$ cat config.mk
export PLATFORM = sky130hd
export DESIGN_NAME = dense_layer_sequencer_flat
export DESIGN_NICKNAME = d
export VERILOG_FILES = /design/src/rtl/dense_layer_sequencer_pkg.sv /design/src/rtl/dense_layer_sequencer_if.sv /design/src/rtl/dense_layer_sequencer_fifo.sv /design/src/rtl/dense_layer_sequencer.sv /design/src/flat_wrapper.sv
export SDC_FILE = /design/constraint.sdc
export NUM_CORES = 1
export LEC_CHECK = 0
export BUFFER_PORTS_ARGS = -buffer_cell sky130_fd_sc_hd__buf_2
export CORE_AREA = 2 2 443 445
export CTS_CLUSTER_DIAMETER = 30
export CTS_CLUSTER_SIZE = 12
export DETAILED_ROUTE_END_ITERATION = 7
export DIE_AREA = 0 0 445 447
export PLACE_DENSITY = 0.3
export SKIP_LAST_GASP = 1
export SLEW_MARGIN = 25
export SYNTH_ARGS = -nofsm -noshare
export SYNTH_HDL_FRONTEND = slang
export SYNTH_HIERARCHICAL = 1
export SYNTH_SLANG_ARGS = --single-unit
$ cat constraint.sdc
create_clock -name clk -period 3.8 [get_ports clk]
set_input_delay 0.38 -clock clk [delete_from_list [all_inputs] [get_ports clk]]
set_output_delay 0.38 -clock clk [all_outputs]
set_load 0.02 [all_outputs]
$ cat src/rtl/dense_layer_sequencer_pkg.sv
// Shared types and sizing helpers for the dense layer sequencer and its result FIFO.
package dense_seq_pkg;

   typedef enum logic [1:0] {
      IDLE,
      RUN,
      DRAIN
   } seq_state_t;

   // Width needed to hold a count from 0 to depth inclusive.
   function automatic int occ_width(input int depth);
      return $clog2(depth + 1);
   endfunction

endpackage

$ cat src/rtl/dense_layer_sequencer_if.sv
// Upstream and downstream valid/ready streams around the dense layer sequencer.
interface dense_layer_sequencer_if #(
   parameter int WIDTH       = 17,
   parameter int INPUT_SIZE  = 32,
   parameter int OUTPUT_SIZE = 1
);

   logic                          in_valid;
   logic                          in_ready;
   logic [WIDTH*INPUT_SIZE-1:0]   in_data;
   logic                          out_valid;
   logic                          out_ready;
   logic [WIDTH*OUTPUT_SIZE-1:0]  out_data;

   modport master (
      output in_valid, in_data, out_ready,
      input  in_ready, out_valid, out_data
   );

   modport slave (
      input  in_valid, in_data, out_ready,
      output in_ready, out_valid, out_data
   );

endinterface

$ cat src/rtl/dense_layer_sequencer_fifo.sv
// First-word-fall-through result FIFO with occupancy output and drop-on-full error pulse.
module seq_fifo
   import dense_seq_pkg::*;
#(
   parameter  int DW    = 17,
   parameter  int DEPTH = 4,
   localparam int CW    = occ_width(DEPTH)
) (
   input  logic          clk,
   input  logic          reset,
   input  logic          push,
   input  logic [DW-1:0] push_data,
   input  logic          pop,
   output logic [DW-1:0] pop_data,
   output logic [CW-1:0] occupancy,
   output logic          full,
   output logic          empty,
   output logic          drop
);

   localparam int            PW       = (DEPTH > 1) ? $clog2(DEPTH) : 1;
   localparam logic [PW-1:0] LAST     = PW'(DEPTH - 1);
   localparam logic [CW-1:0] FULL_OCC = CW'(DEPTH);

   logic [DW-1:0] mem [DEPTH];
   logic [PW-1:0] wr_ptr;
   logic [PW-1:0] rd_ptr;
   logic          do_push;
   logic          do_pop;

   function automatic logic [PW-1:0] next_ptr(input logic [PW-1:0] p);
      return (p == LAST) ? '0 : p + PW'(1);
   endfunction

   assign empty    = (occupancy == '0);
   assign full     = (occupancy == FULL_OCC);
   assign do_pop   = pop && !empty;
   assign do_push  = push && (!full || do_pop);
   assign drop     = push && !do_push;
   assign pop_data = empty ? '0 : mem[rd_ptr];

   always_ff @(posedge clk or negedge reset) begin
      if (!reset) begin
         wr_ptr    <= '0;
         rd_ptr    <= '0;
         occupancy <= '0;
      end else begin
         if (do_push) wr_ptr <= next_ptr(wr_ptr);
         if (do_pop)  rd_ptr <= next_ptr(rd_ptr);
         unique case ({do_push, do_pop})
            2'b10:   occupancy <= occupancy + CW'(1);
            2'b01:   occupancy <= occupancy - CW'(1);
            default: occupancy <= occupancy;
         endcase
      end
   end

   // NOTE: storage has no reset; the empty flag gates pop_data, so stale entries never reach the output.
   always_ff @(posedge clk) begin
      if (do_push) mem[wr_ptr] <= push_data;
   end

endmodule

$ cat src/rtl/dense_layer_sequencer.sv
// Valid/ready wrapper around a fixed-latency, non-stallable dense layer: credit-gated input, valid pipe, result FIFO.
module dense_layer_sequencer
   import dense_seq_pkg::*;
#(
   parameter int WIDTH       = 17,
   parameter int INPUT_SIZE  = 32,
   parameter int OUTPUT_SIZE = 1,
   parameter int LATENCY     = 8,
   parameter int FIFO_DEPTH  = 4,
   parameter int CNT_W       = 16
) (
   input  logic                          clk,
   input  logic                          reset,
   input  logic                          enable,
   dense_layer_sequencer_if.slave        bus,
   output logic [WIDTH*INPUT_SIZE-1:0]   layer_in_data,
   input  logic [WIDTH*OUTPUT_SIZE-1:0]  layer_out_data,
   output logic                          busy,
   output logic [CNT_W-1:0]              out_count,
   output logic                          overflow_err
);

   localparam int OW = occ_width(FIFO_DEPTH);

   seq_state_t     state;
   seq_state_t     state_next;
   logic [LATENCY:0] vld_pipe;
   logic [OW-1:0]  inflight_cnt;
   logic [OW-1:0]  occupancy;
   logic [OW:0]    credit_used;
   logic           accept;
   logic           fifo_push;
   logic           fifo_pop;
   logic           fifo_full;
   logic           fifo_empty;
   logic           fifo_drop;

   // Credits come from registered counts only, so a pop frees its slot one cycle later.
   assign credit_used   = {1'b0, inflight_cnt} + {1'b0, occupancy};
   assign bus.in_ready  = (state == RUN) && (credit_used < (OW+1)'(FIFO_DEPTH));
   assign accept        = bus.in_valid && bus.in_ready;
   assign bus.out_valid = !fifo_empty;
   assign fifo_pop      = bus.out_valid && bus.out_ready;
   assign busy          = (state != IDLE);

   // Stage 0 tracks layer_in_data; the layer result for it appears LATENCY clocks later at stage LATENCY.
   assign fifo_push = vld_pipe[LATENCY];

   // NOTE: every state element updates with <= so all flops sample pre-edge values together.
   always_ff @(posedge clk or negedge reset) begin
      if (!reset) state <= IDLE;
      else        state <= state_next;
   end

   // NOTE: the default assignment first keeps this combinational block latch-free on every path.
   always_comb begin
      state_next = state;
      unique case (state)
         IDLE:    if (enable) state_next = RUN;
         RUN:     if (!enable) state_next = DRAIN;
         DRAIN:   if (inflight_cnt == '0 && fifo_empty) state_next = IDLE;
         default: state_next = IDLE;
      endcase
   end

   always_ff @(posedge clk or negedge reset) begin
      if (!reset) begin
         vld_pipe      <= '0;
         layer_in_data <= '0;
         inflight_cnt  <= '0;
         out_count     <= '0;
         overflow_err  <= 1'b0;
      end else begin
         vld_pipe <= {vld_pipe[LATENCY-1:0], accept};
         if (accept) layer_in_data <= bus.in_data;

         unique case ({accept, fifo_push})
            2'b10:   inflight_cnt <= inflight_cnt + OW'(1);
            2'b01:   inflight_cnt <= inflight_cnt - OW'(1);
            default: inflight_cnt <= inflight_cnt;
         endcase

         if (state == IDLE && state_next == RUN) out_count <= '0;
         else if (fifo_pop)                      out_count <= out_count + CNT_W'(1);

         overflow_err <= overflow_err | fifo_drop;
      end
   end

   seq_fifo #(
      .DW    (WIDTH*OUTPUT_SIZE),
      .DEPTH (FIFO_DEPTH)
   ) u_fifo (
      .clk       (clk),
      .reset     (reset),
      .push      (fifo_push),
      .push_data (layer_out_data),
      .pop       (fifo_pop),
      .pop_data  (bus.out_data),
      .occupancy (occupancy),
      .full      (fifo_full),
      .empty     (fifo_empty),
      .drop      (fifo_drop)
   );

   a_no_overflow: assert property (@(posedge clk) disable iff (!reset)
      !(fifo_push && fifo_full && !fifo_pop));

endmodule

$ cat src/flat_wrapper.sv
// flat-port wrapper written by rule: the top's interface ports become plain ports
module dense_layer_sequencer_flat import dense_seq_pkg::*;
#(
   parameter int WIDTH       = 17,
   parameter int INPUT_SIZE  = 32,
   parameter int OUTPUT_SIZE = 1,
   parameter int LATENCY     = 8,
   parameter int FIFO_DEPTH  = 4,
   parameter int CNT_W       = 16
)
  (clk, reset, enable, layer_in_data, layer_out_data, busy, out_count, overflow_err, bus_in_valid, bus_in_data, bus_out_ready, bus_in_ready, bus_out_valid, bus_out_data);
  dense_layer_sequencer_if #(.WIDTH(WIDTH), .INPUT_SIZE(INPUT_SIZE), .OUTPUT_SIZE(OUTPUT_SIZE)) bus_i ();
  input  logic clk;
  input  logic reset;
  input  logic enable;
  output logic [WIDTH*INPUT_SIZE-1:0] layer_in_data;
  input  logic [WIDTH*OUTPUT_SIZE-1:0] layer_out_data;
  output logic busy;
  output logic [CNT_W-1:0] out_count;
  output logic overflow_err;
  input wire logic [$bits(bus_i.in_valid)-1:0] bus_in_valid;
  input wire logic [$bits(bus_i.in_data)-1:0] bus_in_data;
  input wire logic [$bits(bus_i.out_ready)-1:0] bus_out_ready;
  output wire logic [$bits(bus_i.in_ready)-1:0] bus_in_ready;
  output wire logic [$bits(bus_i.out_valid)-1:0] bus_out_valid;
  output wire logic [$bits(bus_i.out_data)-1:0] bus_out_data;
  assign bus_i.in_valid = bus_in_valid;
  assign bus_i.in_data = bus_in_data;
  assign bus_i.out_ready = bus_out_ready;
  assign bus_in_ready = bus_i.in_ready;
  assign bus_out_valid = bus_i.out_valid;
  assign bus_out_data = bus_i.out_data;
  dense_layer_sequencer #(.WIDTH(WIDTH), .INPUT_SIZE(INPUT_SIZE), .OUTPUT_SIZE(OUTPUT_SIZE), .LATENCY(LATENCY), .FIFO_DEPTH(FIFO_DEPTH), .CNT_W(CNT_W)) u_core (.clk(clk), .reset(reset), .enable(enable), .bus(bus_i), .layer_in_data(layer_in_data), .layer_out_data(layer_out_data), .busy(busy), .out_count(out_count), .overflow_err(overflow_err));
endmodule
==> flow_summary.yaml <==
worst_setup_path:
  critPathKind: "reg2out"
  cpLargestDelayFamily: "flip-flops"
  rrSetupSlack_ps: 850
  cp_cell_sequence: "buf_4 > mux4_2 > nor2b_1 > buf_2"
  slowest_stage: "dfrtp_1"
  critPathMaxFanout: 13
  slowest_delay_ps: 590
  cp.arrival_ps: 2660
  end_kind: "primary output"
  crit_buf_inv: 2
  required_ps: 3420
  start_kind: "flip-flop"
global_route:
  grt_pass1_vias: 22672
  grt_max_degree: 81
  grt_pass1_wl_um: 159000
  track_usage_pct: 10.9
  grt_antenna_before_repair: 8
  gr-total-overflow: 0
sta:
  setup_viol: 0
  maxSlewHeadroom_pct: 34.0
  period_needed_ps: 3040
  rsz0062_at_grt: "false"
  fmax_ghz: 0.329
  worst_pin_slew_ps: 990
  fin_skew_ps: 51.9
  drv_slew: 0
  hold_viol: 0
  period_share_pct: 80.0
  tns_ps: 0
cts:
  cts_buffer_depth: 3
  tritoncts: "yes"
  clk_pin_slew_ps: 50
  cts_resized: 0
  clk_latency_ps: 790
  cts_max_level: 4
  cts_buffers: 225
  root_buffer: "clkbuf_16"
  cts_sinks: 650
final_layout:
  fillers: 20800
  instances_no_fill: 6080
  fin_util_pct: 24.1
  fin_nets: 3928
  drive_gt1_share_pct: 58.9
  area_growth_pct: 89.2
detailed_routing:
  drt-initial-drc-count: 627
  wire_per_inst_um: 18.4
  ant_nets: 0
  vias: 20101
  wirelength_um: 112000
  viasPerCell: 3.31
  drc_errors: 0
  dr.pass1.iters: 4
pwr:
  clkPwrFrac_pct: 40.0
  irDropWorstVdd_v: 0.000535
  p_sw_mw: 15.6
  switching_share_pct: 35.4
  power_density_nw_per_um2: 943
  p_leak_nw: 21.3
  p_seq_share_pct: 27.1
  intPower_mw: 28.5
  combPwrFrac_pct: 32.9
synth:
  synth-warning-count: 6
  syn_area_um2: 24700
  avgSynthCellArea_um2: 17.2
  syn-num-nets: 2012
  postSynthCellCount: 1435
run_status:
  status: "finished clean"
placed_design:
  placedCellCount: 5103
  gp_congestion: 0.772
  portBuffers: 1146
  place_hpwl_um: 84600
die:
  die_area_um2: 199000
  coreArea_um2: 194000
  die_h_um: 447
  rows: 162
  ioPinCount: 1147
  die_w_um: 445
  initial_utilization_pct: 12.7
min_path:
  hp-class: "in2reg"
job:
  cap_violations: 0
metal layers:
layer | wire [um] | GRT usage, % | up-vias
li1 | - | - | 9110
met1 | 45500 | 12.8 | 10071
met2 | 55700 | 18.2 | 707
met3 | 7590 | 3.76 | 213
met4 | 2990 | 3.92 | 0
met5 | 0 | 0 | -
worst reg2reg max path: stages (launching register included):
cell and delay [ps]:
dfrtp_1 450, ha_1 310, or3_1 330, a311oi_2 250, nand2_1 210, inv_8 290
buf_4 540, mux2_2 410
flip-flops by register name, summed over array words and instances, names as in the netlist:
register                 count
u_core/out_count            16
u_core/u_fifo/rd_ptr         2
u_core/u_fifo/occupancy      3
u_core/layer_in_data       544
u_core/vld_pipe              9
u_core/u_fifo/mem           68
u_core/overflow_err          1
u_core/state                 2
u_core/u_fifo/wr_ptr         2
u_core/inflight_cnt          3
timing repair:
| action | in CTS | in global routing |
|---|---|---|
| hold buffers | 563 | 0 |
| setup buffers | 0 | 0 |
| endpoints found under the hold margin | 675 | 0 |
power groups by stage:
stage	clock network, mW	logic (mW)	registers (mW)
floorplan	0	4.70	15.4
global placement	0	14.3	12.0
detailed placement	0	14.3	12.0
CTS	18.1	14.9	12.0
global route	18.5	15.4	12.4
finish	17.6	14.5	12.0
worst paths after layout:
check,from,endpoint,cells past startpoint
max,u_core/u_fifo/rd_ptr[0],bus_out_data[4],4
min in group asynchronous,reset,u_core/layer_in_data[394],2
min,bus_out_ready,u_core/out_count[6],4
min reg2reg,u_core/vld_pipe[6],u_core/vld_pipe[7],0
max reg2reg,u_core/u_fifo/occupancy[2],u_core/layer_in_data[345],7
max in group asynchronous,reset,u_core/layer_in_data[11],3
cell type report:
type | count | area [um^2] | area share [%]
clock inverters | 91 | 940 | 2.01
inverters | 10 | 45.0 | 0.0964
well taps | 2542 | 3180 | 6.81
diodes | 4 | 10.0 | 0.0214
repair buffers | 1760 | 12000 | 25.6
flip-flops and latches | 650 | 16600 | 35.5
multi-input cells | 704 | 7500 | 16.1
clock buffers | 319 | 6490 | 13.9
layout by cell type (no fill, tap or decap), drive strengths merged, types with 3 or more instances in the layout:
cell / count
a21oi: 8
and2: 4
and3: 3
buf: 1197
bufinv: 11
clkbuf: 319
clkinv: 73
clkinvlp: 4
dfrtp: 582
diode: 4
dlygate4sd3: 563
edfxtp: 68
ha: 9
inv: 13
mux2: 548
mux4: 17
nand2: 11
nand3: 4
nor2: 15
nor2b: 21
nor3: 3
nor4: 3
o21ai: 8
or3: 6
or3b: 4
xnor2: 6
xor2: 6
through the flow:
| step | hold WS [ps] | cell area, um^2 | power (mW) | setup slack, ps |
|---|---|---|---|---|
| finish | 117 | 46700 | 44.1 | 760 |
| detailed placement | 336 | 33700 | 26.4 | 831 |
| CTS | 16.4 | 46700 | 45.0 | 578 |
| global route | 95.1 | 46700 | 46.3 | 487 |
| floorplan | 84.4 | 24700 | 20.1 | 403 |
| global placement | 333 | 33700 | 26.3 | 817 |
Note: power is estimated with default switching activity, not from simulation.
